## config.mk

```make
export PLATFORM = sky130hd
export DESIGN_NAME = sync_edge_event_queue
export DESIGN_NICKNAME = d
export VERILOG_FILES = /design/src/rtl/sync_evt_pkg.sv /design/src/rtl/sync_evt_fifo.sv /design/src/rtl/sync_edge_event_queue.sv
export SDC_FILE = /design/constraint.sdc
export NUM_CORES = 1
export LEC_CHECK = 0
export CORE_AREA = 4 4 69 71
export DETAILED_ROUTE_END_ITERATION = 12
export DIE_AREA = 0 0 73 75
export GPL_ROUTABILITY_DRIVEN = 0
export GPL_TIMING_DRIVEN = 0
export PLACE_DENSITY = 0.59
export SYNTH_ARGS = -nofsm -noshare
export SYNTH_HDL_FRONTEND = slang
export SYNTH_SLANG_ARGS = --single-unit
export TNS_END_PERCENT = 50
```

## constraint.sdc

```tcl
create_clock -name clk -period 2.1 [get_ports clk]
set_input_delay 0.315 -clock clk [delete_from_list [all_inputs] [get_ports clk]]
set_output_delay 0.315 -clock clk [all_outputs]
set_load 0.01 [all_outputs]
```

## src/rtl/sync_evt_pkg.sv

```systemverilog
// Shared types and sizing helpers for the synchronized edge event queue.
// SYNC_EVT_TIMESTAMP_EN adds a timestamp field to every queued event.
package sync_evt_pkg;

    localparam int EVT_TS_W = 16;

    typedef struct packed {
`ifdef SYNC_EVT_TIMESTAMP_EN
        logic [EVT_TS_W-1:0] ts;
`endif
        logic                rise;
    } evt_t;

    localparam int EVT_W = $bits(evt_t);

    function automatic int cnt_w(input int n);
        return (n <= 2) ? 1 : $clog2(n);
    endfunction

    function automatic int entry_w(input int ts_w);
`ifdef SYNC_EVT_TIMESTAMP_EN
        return ts_w + 1;
`else
        return (ts_w > 0) ? 1 : 1;
`endif
    endfunction

endpackage

```

## src/rtl/sync_evt_fifo.sv

```systemverilog
// First-word fall-through event FIFO; a push while full is taken
// only when the head is popped in the same cycle.
module sync_evt_fifo
    import sync_evt_pkg::*;
#(
    parameter int W     = 1,
    parameter int DEPTH = 4
) (
    input  logic         clk,
    input  logic         rst_n,
    input  logic         push,
    input  logic         pop,
    input  logic [W-1:0] din,
    output logic [W-1:0] dout,
    output logic         full,
    output logic         empty
);

    localparam int AW = cnt_w(DEPTH);

    logic [W-1:0]  mem [DEPTH];
    logic [AW-1:0] wr_ptr;
    logic [AW-1:0] rd_ptr;
    logic [AW:0]   occ;
    logic          do_pop;
    logic          do_push;

    assign empty   = (occ == '0);
    assign full    = (occ == (AW+1)'(DEPTH));
    assign do_pop  = pop && !empty;
    assign do_push = push && (!full || do_pop);
    assign dout    = empty ? '0 : mem[rd_ptr];

    always_ff @(posedge clk or negedge rst_n) begin
        if (!rst_n) begin
            wr_ptr <= '0;
            rd_ptr <= '0;
            occ    <= '0;
        end else begin
            if (do_push)
                wr_ptr <= wr_ptr + 1'b1;
            if (do_pop)
                rd_ptr <= rd_ptr + 1'b1;
            unique case (1'b1)
                do_push && !do_pop: occ <= occ + 1'b1;
                do_pop && !do_push: occ <= occ - 1'b1;
                default:            occ <= occ;
            endcase
        end
    end

    // Storage needs no reset: dout is masked while empty.
    always_ff @(posedge clk) begin
        if (do_push)
            mem[wr_ptr] <= din;
    end

endmodule

```

## src/rtl/sync_edge_event_queue.sv

```systemverilog
// Glitch filter plus edge-event queue behind a CDC synchronizer.
// SYNC_EVT_TIMESTAMP_EN enables the timestamp counter and evt_ts.
module sync_edge_event_queue
    import sync_evt_pkg::*;
#(
    parameter int   FILTER_CYCLES = 3,
    parameter int   DEPTH         = 4,
    parameter int   CNT_W         = 8,
    parameter logic INIT_LEVEL    = 1'b0,
    parameter int   TS_W          = 16
) (
    input  logic             clk,
    input  logic             rst_n,
    input  logic             sync_in,
    input  logic             clr,
    input  logic             evt_ready,
    output logic             evt_valid,
    output logic             evt_rise,
`ifdef SYNC_EVT_TIMESTAMP_EN
    output logic [TS_W-1:0]  evt_ts,
`endif
    output logic             level,
    output logic             overflow,
    output logic [CNT_W-1:0] evt_count
);

    localparam int FW = cnt_w(FILTER_CYCLES + 1);
    localparam int EW = entry_w(TS_W);
    localparam logic [FW-1:0]    FC_V    = FW'(FILTER_CYCLES);
    localparam logic [CNT_W-1:0] CNT_MAX = '1;

    logic [FW-1:0] filt_cnt;
    logic [FW-1:0] cnt_inc;
    logic          mismatch;
    logic          hit;
    logic          pop;
    logic          full;
    logic          empty;
    logic          drop;
    logic [EW-1:0] din;
    logic [EW-1:0] dout;

    assign mismatch  = (sync_in != level);
    assign cnt_inc   = filt_cnt + 1'b1;
    assign hit       = mismatch && (cnt_inc == FC_V);
    assign evt_valid = !empty;
    assign pop       = evt_valid && evt_ready;
    assign drop      = hit && full && !pop;
    assign evt_rise  = dout[0];

`ifdef SYNC_EVT_TIMESTAMP_EN
    logic [TS_W-1:0] ts_cnt;

    always_ff @(posedge clk or negedge rst_n) begin
        if (!rst_n)
            ts_cnt <= '0;
        else
            ts_cnt <= ts_cnt + 1'b1;
    end

    assign din    = {ts_cnt, ~level};
    assign evt_ts = dout[EW-1:1];
`else
    assign din = ~level;
`endif

    always_ff @(posedge clk or negedge rst_n) begin
        if (!rst_n) begin
            level    <= INIT_LEVEL;
            filt_cnt <= '0;
        end else if (!mismatch) begin
            filt_cnt <= '0;
        end else if (hit) begin
            level    <= ~level;
            filt_cnt <= '0;
        end else begin
            filt_cnt <= cnt_inc;
        end
    end

    // clr wins over history but not over an edge seen in the same cycle.
    always_ff @(posedge clk or negedge rst_n) begin
        if (!rst_n) begin
            overflow  <= 1'b0;
            evt_count <= '0;
        end else if (clr) begin
            overflow  <= drop;
            evt_count <= hit ? CNT_W'(1) : '0;
        end else begin
            overflow <= overflow | drop;
            if (hit && evt_count != CNT_MAX)
                evt_count <= evt_count + 1'b1;
        end
    end

    sync_evt_fifo #(
        .W     (EW),
        .DEPTH (DEPTH)
    ) u_fifo (
        .clk   (clk),
        .rst_n (rst_n),
        .push  (hit),
        .pop   (pop),
        .din   (din),
        .dout  (dout),
        .full  (full),
        .empty (empty)
    );

endmodule

```

Word-level counts from Yosys, hierarchy flattened:

Memory sizes are Yosys's and may differ from the RTL's.
Cells that the tools add are included.

* equality and inequality tests: 4
* bitwise operators: 2
* add/sub/neg operators: 6
* mux-type cells: 10
* reduce and logical (&&, ||, !) cells: 19

Operators with widths (count)
* 8-bit two-way mux: 2
* 1-bit logical AND: 9
* 8-bit by 1-bit adder with 8-bit output, second input constant: 1
* 8-bit inequality test, second input constant: 1
* 2-bit by 1-bit adder with 2-bit output, second input constant: 3
* 3-bit one-hot mux with 2 select lines: 1
* 1-bit zero test: 5
* 1-bit two-way mux: 5
* 2-bit two-way mux: 2
* 2-bit nonzero test: 2
* 3-bit by 1-bit adder with 3-bit output, second input constant: 1
* 3-bit == test, second input constant: 1
* 3-bit zero test: 1
* 3-bit by 1-bit subtractor with 3-bit output, second input constant: 1
* 2-bit == test, second input constant: 1
* 2-bit AND reduction: 1
* 1-bit logical OR: 1
* 1-bit inequality test: 1
* 1-bit inverter: 1
* 1-bit OR: 1

* word-level logic and storage cells: 49
* bits in registers: 19
* memories: 1
* bits of input ports: 5
* bits in writable memories: 4

Memory list
* u_fifo.mem: words 4, width 1, rd ports 1, clocked after memory_dff 0, wr ports 1, RTL line sync_evt_fifo.sv:21 `logic [W-1:0] mem [DEPTH];`

Depth between registers and ports, before layout:

* depth in word-level cells: 9
* gate-level depth with buffers: 10
* depth with buffers taken out: 8

Modules after synthesis:

From an unflattened synthesis, not the netlist that was laid out.

* cell total of the unflattened synthesis: 125
* area, all modules: 1341.3 um^2

Modules (own cells, without submodules)
* sync_evt_fifo: sequential area each 295.3 um^2, area each 676.9 um^2, cells each 56, times used 1
* sync_edge_event_queue: sequential area each 300.3 um^2, area each 664.4 um^2, cells each 69, times used 1

Worst setup path after synthesis:

Ideal clock, no wire load.

* path type: register -> register
* from: register filt_cnt[0]
* to: register u_fifo.occ[2]
* library setup time: 131 ps
* arrival time: 1990 ps
* data required time: 1969 ps
* period minus slack after synthesis: 2121 ps
* slack: -21 ps
* stages on the path, launching flop included: 11
* cells stage by stage: dfrtp_1 -> inv_1 -> ha_1 -> buf_2 -> nand2_2 -> buf_2 -> nand3_1 -> fa_1 -> nor4_1 -> a311o_1 -> o211ai_1

* word-level cells in the longest chain between the ends: 7
* elaborated cells between the ends (all ways): 9
* classes of those cells: add/sub (1); eq/ne (1); mux (1); reduce/logical (6)

Ends and longest elaborated chain
* start: declaration: RTL line sync_edge_event_queue.sv:32 `logic [FW-1:0] filt_cnt;`
* start signal: assignment: RTL line sync_edge_event_queue.sv:77 `filt_cnt <= cnt_inc;`
* 2-bit by 1-bit adder with 2-bit output (*): RTL line sync_edge_event_queue.sv:44 `assign cnt_inc = filt_cnt + 1'b1;`
* 2-bit == test (*): RTL line sync_edge_event_queue.sv:45 `assign hit = mismatch && (cnt_inc == FC_V);`
* 1-bit logical AND (*): RTL line sync_edge_event_queue.sv:45
* 1-bit logical AND (*): RTL line sync_evt_fifo.sv:31 `assign do_push = push && (!full || do_pop);`
* 1-bit zero test: RTL line sync_evt_fifo.sv:46 `do_pop && !do_push: occ <= occ - 1'b1;`
* 1-bit logical AND: RTL line sync_evt_fifo.sv:46
* 3-bit one-hot mux with 2 select lines / 2-bit nonzero test (equally long branches)
* end signal: assignment: RTL line sync_evt_fifo.sv:45 `do_push && !do_pop: occ <= occ + 1'b1;`
* end signal: assignment: RTL line sync_evt_fifo.sv:46
* end: declaration: RTL line sync_evt_fifo.sv:24 `logic [AW:0] occ;`

Mark *: on every way between the ends. The rest lies on a longest branch, timed or not.
A chain may end at the register's enable or synchronous reset.

Worst setup path after layout:

* from: input evt_ready
* to: register u_fifo.occ[1]

* word-level cells in the longest chain between the ends: 7
* elaborated cells between the ends (all ways): 10
* classes of those cells: mux (1); reduce/logical (9)

Ends and longest elaborated chain
* start: declaration: RTL line sync_edge_event_queue.sv:16 `input logic evt_ready,`
* 1-bit logical AND (*): RTL line sync_edge_event_queue.sv:47 `assign pop = evt_valid && evt_ready;`
* 1-bit logical AND (*): RTL line sync_evt_fifo.sv:30 `assign do_pop = pop && !empty;`
* 1-bit logical OR: RTL line sync_evt_fifo.sv:31
* 1-bit logical AND: RTL line sync_evt_fifo.sv:31
* 1-bit zero test: RTL line sync_evt_fifo.sv:46
* 1-bit logical AND: RTL line sync_evt_fifo.sv:46
* 3-bit one-hot mux with 2 select lines / 2-bit nonzero test (equally long branches)

Marks and branches as above.

==> metrics.md <==
| Metric | Value |
|---|---|
| Status | complete, no violations |
| GR Layer Usage met1 | about 14% |
| Cts bufs inserted | 3 |
| Area after DPL | between 0.0015 and 0.002 mm^2 |
| Clk_lat worst skew | between 0.2 and 0.3 ns |
| DR vias | 1046 |
| Final Critical Period | between 2 and 2.5 ns |
| Post-synthesis net count | approximately 140 |
| Max cap viols | 0 |
| Post-synth EDFFs | 4 |
| Gate Count Post-Synth | about 130 |
| First drt pass iteration count | 4 |
| Area taken by multi-input logic gates | a little under 700 um^2 |
| Drc violations | 0 |
| Post-synth top area share | between 30% and 40% |
| Worst Path Required | about 2.3 ns |
| Row cnt | 24 |
| Worst Setup Start Kind | primary input |
| GR Layer Usage met3 | under 10% |
| Most Crowded Layer GR | met2 |
| Antenna diode count | 0 |
| Chip height | approximately 75 um |
| Maximum operating frequency | 489.7 MHz |
| Synth top area cells | dfrtp_1 37%, edfxtp_1 9.2%, ha_1 5.8% |
| Area growth syn-to-layout | 26.42% |
| Hold Crit Class | reg2reg |
| Max-slew headroom | a little over two fifths |
| Htree depth | 1 |
| Die footprint | 0.005475 mm^2 |
| Setup TNS | 0 ns |
| Reg area | ~600 um^2 |
| LEAKAGE | between 0.6 and 0.7 nW |
| Io pins | 17 |
| Design Area, Final | around 0.0016 mm^2 |
| CTS Hold Buffers Added | 0 |
| Top cells by count, synth | 19 x dfrtp_1, 10 x inv_1, 7 x and3_1, 7 x nor2_1 |
| Final hold viol count | 0 |
| Final Hold Slack | roughly 0.44 ns |
| Initial Utilization | 30.76% |
| Ys async rst share | ~83% |
| Seq/Total Area, Yosys | 45.73% |
| Drt wl/cell | about 14 um |
| Slew of the pin with the lowest slew margin | between 0.8 and 0.9 ns |
| Total routed wirelength | 2795 um |
| Max Root-Sink Buffers | 2 |
| Met2 GRT Util | around a fifth |
| Total GRT Usage | 11.14% |
| Arrival time worst endpoint | 2.23 ns |
| Final Cycle Share | between 90% and 100% |
| DRT iter0 DRCs | 75 |
| Pins Over Slew Limit | 0 |
| Power per Cell Area | between 1000 and 1500 mW/mm^2 |
| Cell area after synthesis | 0.001302 mm^2 |
| Placeable Area | 0.004234 mm^2 |
| Setup Crit Path Kind | in2reg |
| Port Buffers | 16 |
| CP Max Fanout | 10 |
| Core Util, Final | 38.89% |
| Clock tree sinks | 23 |
| CTS clk-pin slew, worst paths | ~0.090 ns |
| Post-synthesis register bit count | 23 |
| CTS tree | yes |
| Layout cell share with drive strength beyond 1 | 16.22% |
| Total grt overflow | 0 |
| Syn_area_per_cell | approximately 10 um^2 |
| Root Buffer | clkbuf_8 |
| Setup crit end kind | flip-flop |
| First-pass GRT wire length | between 4000 and 5000 um |
| Clock Skews | between 0.007 and 0.008 ns |
| Synth Flop Type | dfrtp_1 |
| Nets@finish | between 150 and 200 |
| Maximum VDD drop | 444.3 uV |
| Ys Warns | 0 |
| Die span in x | about 73 um |
| Initial antenna violation count | 0 |
| Largest net degree at the start of global routing | 20 |
| Number of global-route vias before repair | 1061 |
| Final setup fails | 0 |
| Post-DR vias/cell | 5.230 |
| Most frequent cell after synthesis | dfrtp_1 |
| Biggest area consumer among synthesized cells | dfrtp_1 |
| DRT antenna net count | 0 |
| Hpwl dp | between 2000 and 2500 um |
| # fillers | between 400 and 500 |
| Unique masters post-synth | between 40 and 50 |
layout make-up:
| cell class | count | share of cell area [%] |
|---|---|---|
| buffer | 3 | 1.368 |
| clock buffer | 3 | 2.508 |
| clock inverter | 1 | 0.4559 |
| inverter | 10 | 2.280 |
| multi-input combinational | 88 | 41.79 |
| sequential | 23 | 36.25 |
| tap | 52 | 3.951 |
| timing repair buffer | 20 | 11.40 |
placed cells by master, fill, tap and decap left out, types with 3 or more instances in the layout:
cell / netlist / layout
edfxtp_1: 4 / 4
nand3_1: 5 / 5
xnor2_1: 4 / 4
and3_1: 7 / 7
a21oi_1: 3 / 3
nand2_1: 6 / 6
nor2_1: 7 / 6
ha_1: 6 / 6
buf_4: 0 / 4
dfrtp_1: 19 / 18
nor3_1: 5 / 5
clkdlybuf4s50_1: 0 / 14
inv_1: 10 / 9
mux2i_1: 3 / 3
o211ai_1: 4 / 4
nand4_1: 3 / 3
clkbuf_8: 0 / 3
sequential cells by signal, summed over array words and instances, names as in the netlist:
name,flops
u_fifo.mem,4
overflow,1
u_fifo.occ,3
u_fifo.rd_ptr,2
evt_count,8
level,1
filt_cnt,2
u_fifo.wr_ptr,2
kinds of logic (layout without fill, tap and decap cells):
kind of cell,count (synthesis),after routing,synth area share [%]
xor gates and xnor gates,5,5,3.939
and+or+nand+nor,48,48,20.65
DFF,23,23,45.73
adders and majority gates,7,7,7.301
muxes,6,6,5.764
buffers and inverters,14,37,4.227
AOI/OAI and AO/OA,22,22,12.39
timing repair:
action | 4_1_cts | 5_1_grt
gates resized for setup | 5 | 8
pin swaps | 1 | 0
cloned | 0 | 0
buffers inserted | 1 | 3
endpoints found under the setup margin | 3 | 2
layer usage:
metal | vias up | wire [um] | part of all wire [%]
met5 | - | 0 | 0
met4 | 0 | 12 | 0.43
met3 | 2 | 99 | 3.5
met2 | 25 | 1408 | 50
met1 | 518 | 1274 | 46
li1 | 501 | - | -
final timing paths:
kind	startpoint	endpoint	slack, ns	cells past startpoint
worst min register to register	filt_cnt[0]	filt_cnt[0]	0.44	1
worst max-delay path	evt_ready	u_fifo.occ[1]	0.06	7
worst max register to register	filt_cnt[0]	u_fifo.occ[1]	0.09	9
worst min-delay path	filt_cnt[0]	filt_cnt[0]	0.44	1
min in group asynchronous	rst_n	evt_count[1]	0.53	1
max in group asynchronous	rst_n	level	0.99	1
per-stage QoR:
step	setup slack (ns)	std cells	total power, mW
final	0.05802	200	1.786
after global routing	-0.01451	200	1.942
after CTS	0.01058	197	1.741
after detailed placement	-0.5871	193	1.447
after global placement	-0.5576	193	1.403
after floorplan	-0.007700	125	1.204
worst max-delay path, stage by stage:
cell	delay (ns)
clkdlybuf4s50_1	0.59
clkbuf_4	0.25
nand3_1	0.10
fa_2	0.44
or2_2	0.29
o32a_1	0.16
o211ai_1	0.09
power by group:
part           internal [mW]  switching, mW
clock                  0.134          0.145
combinational          0.393          0.399
sequential             0.579          0.136
total                   1.11          0.681
No activity file was read; power rests on OpenSTA's default activity.
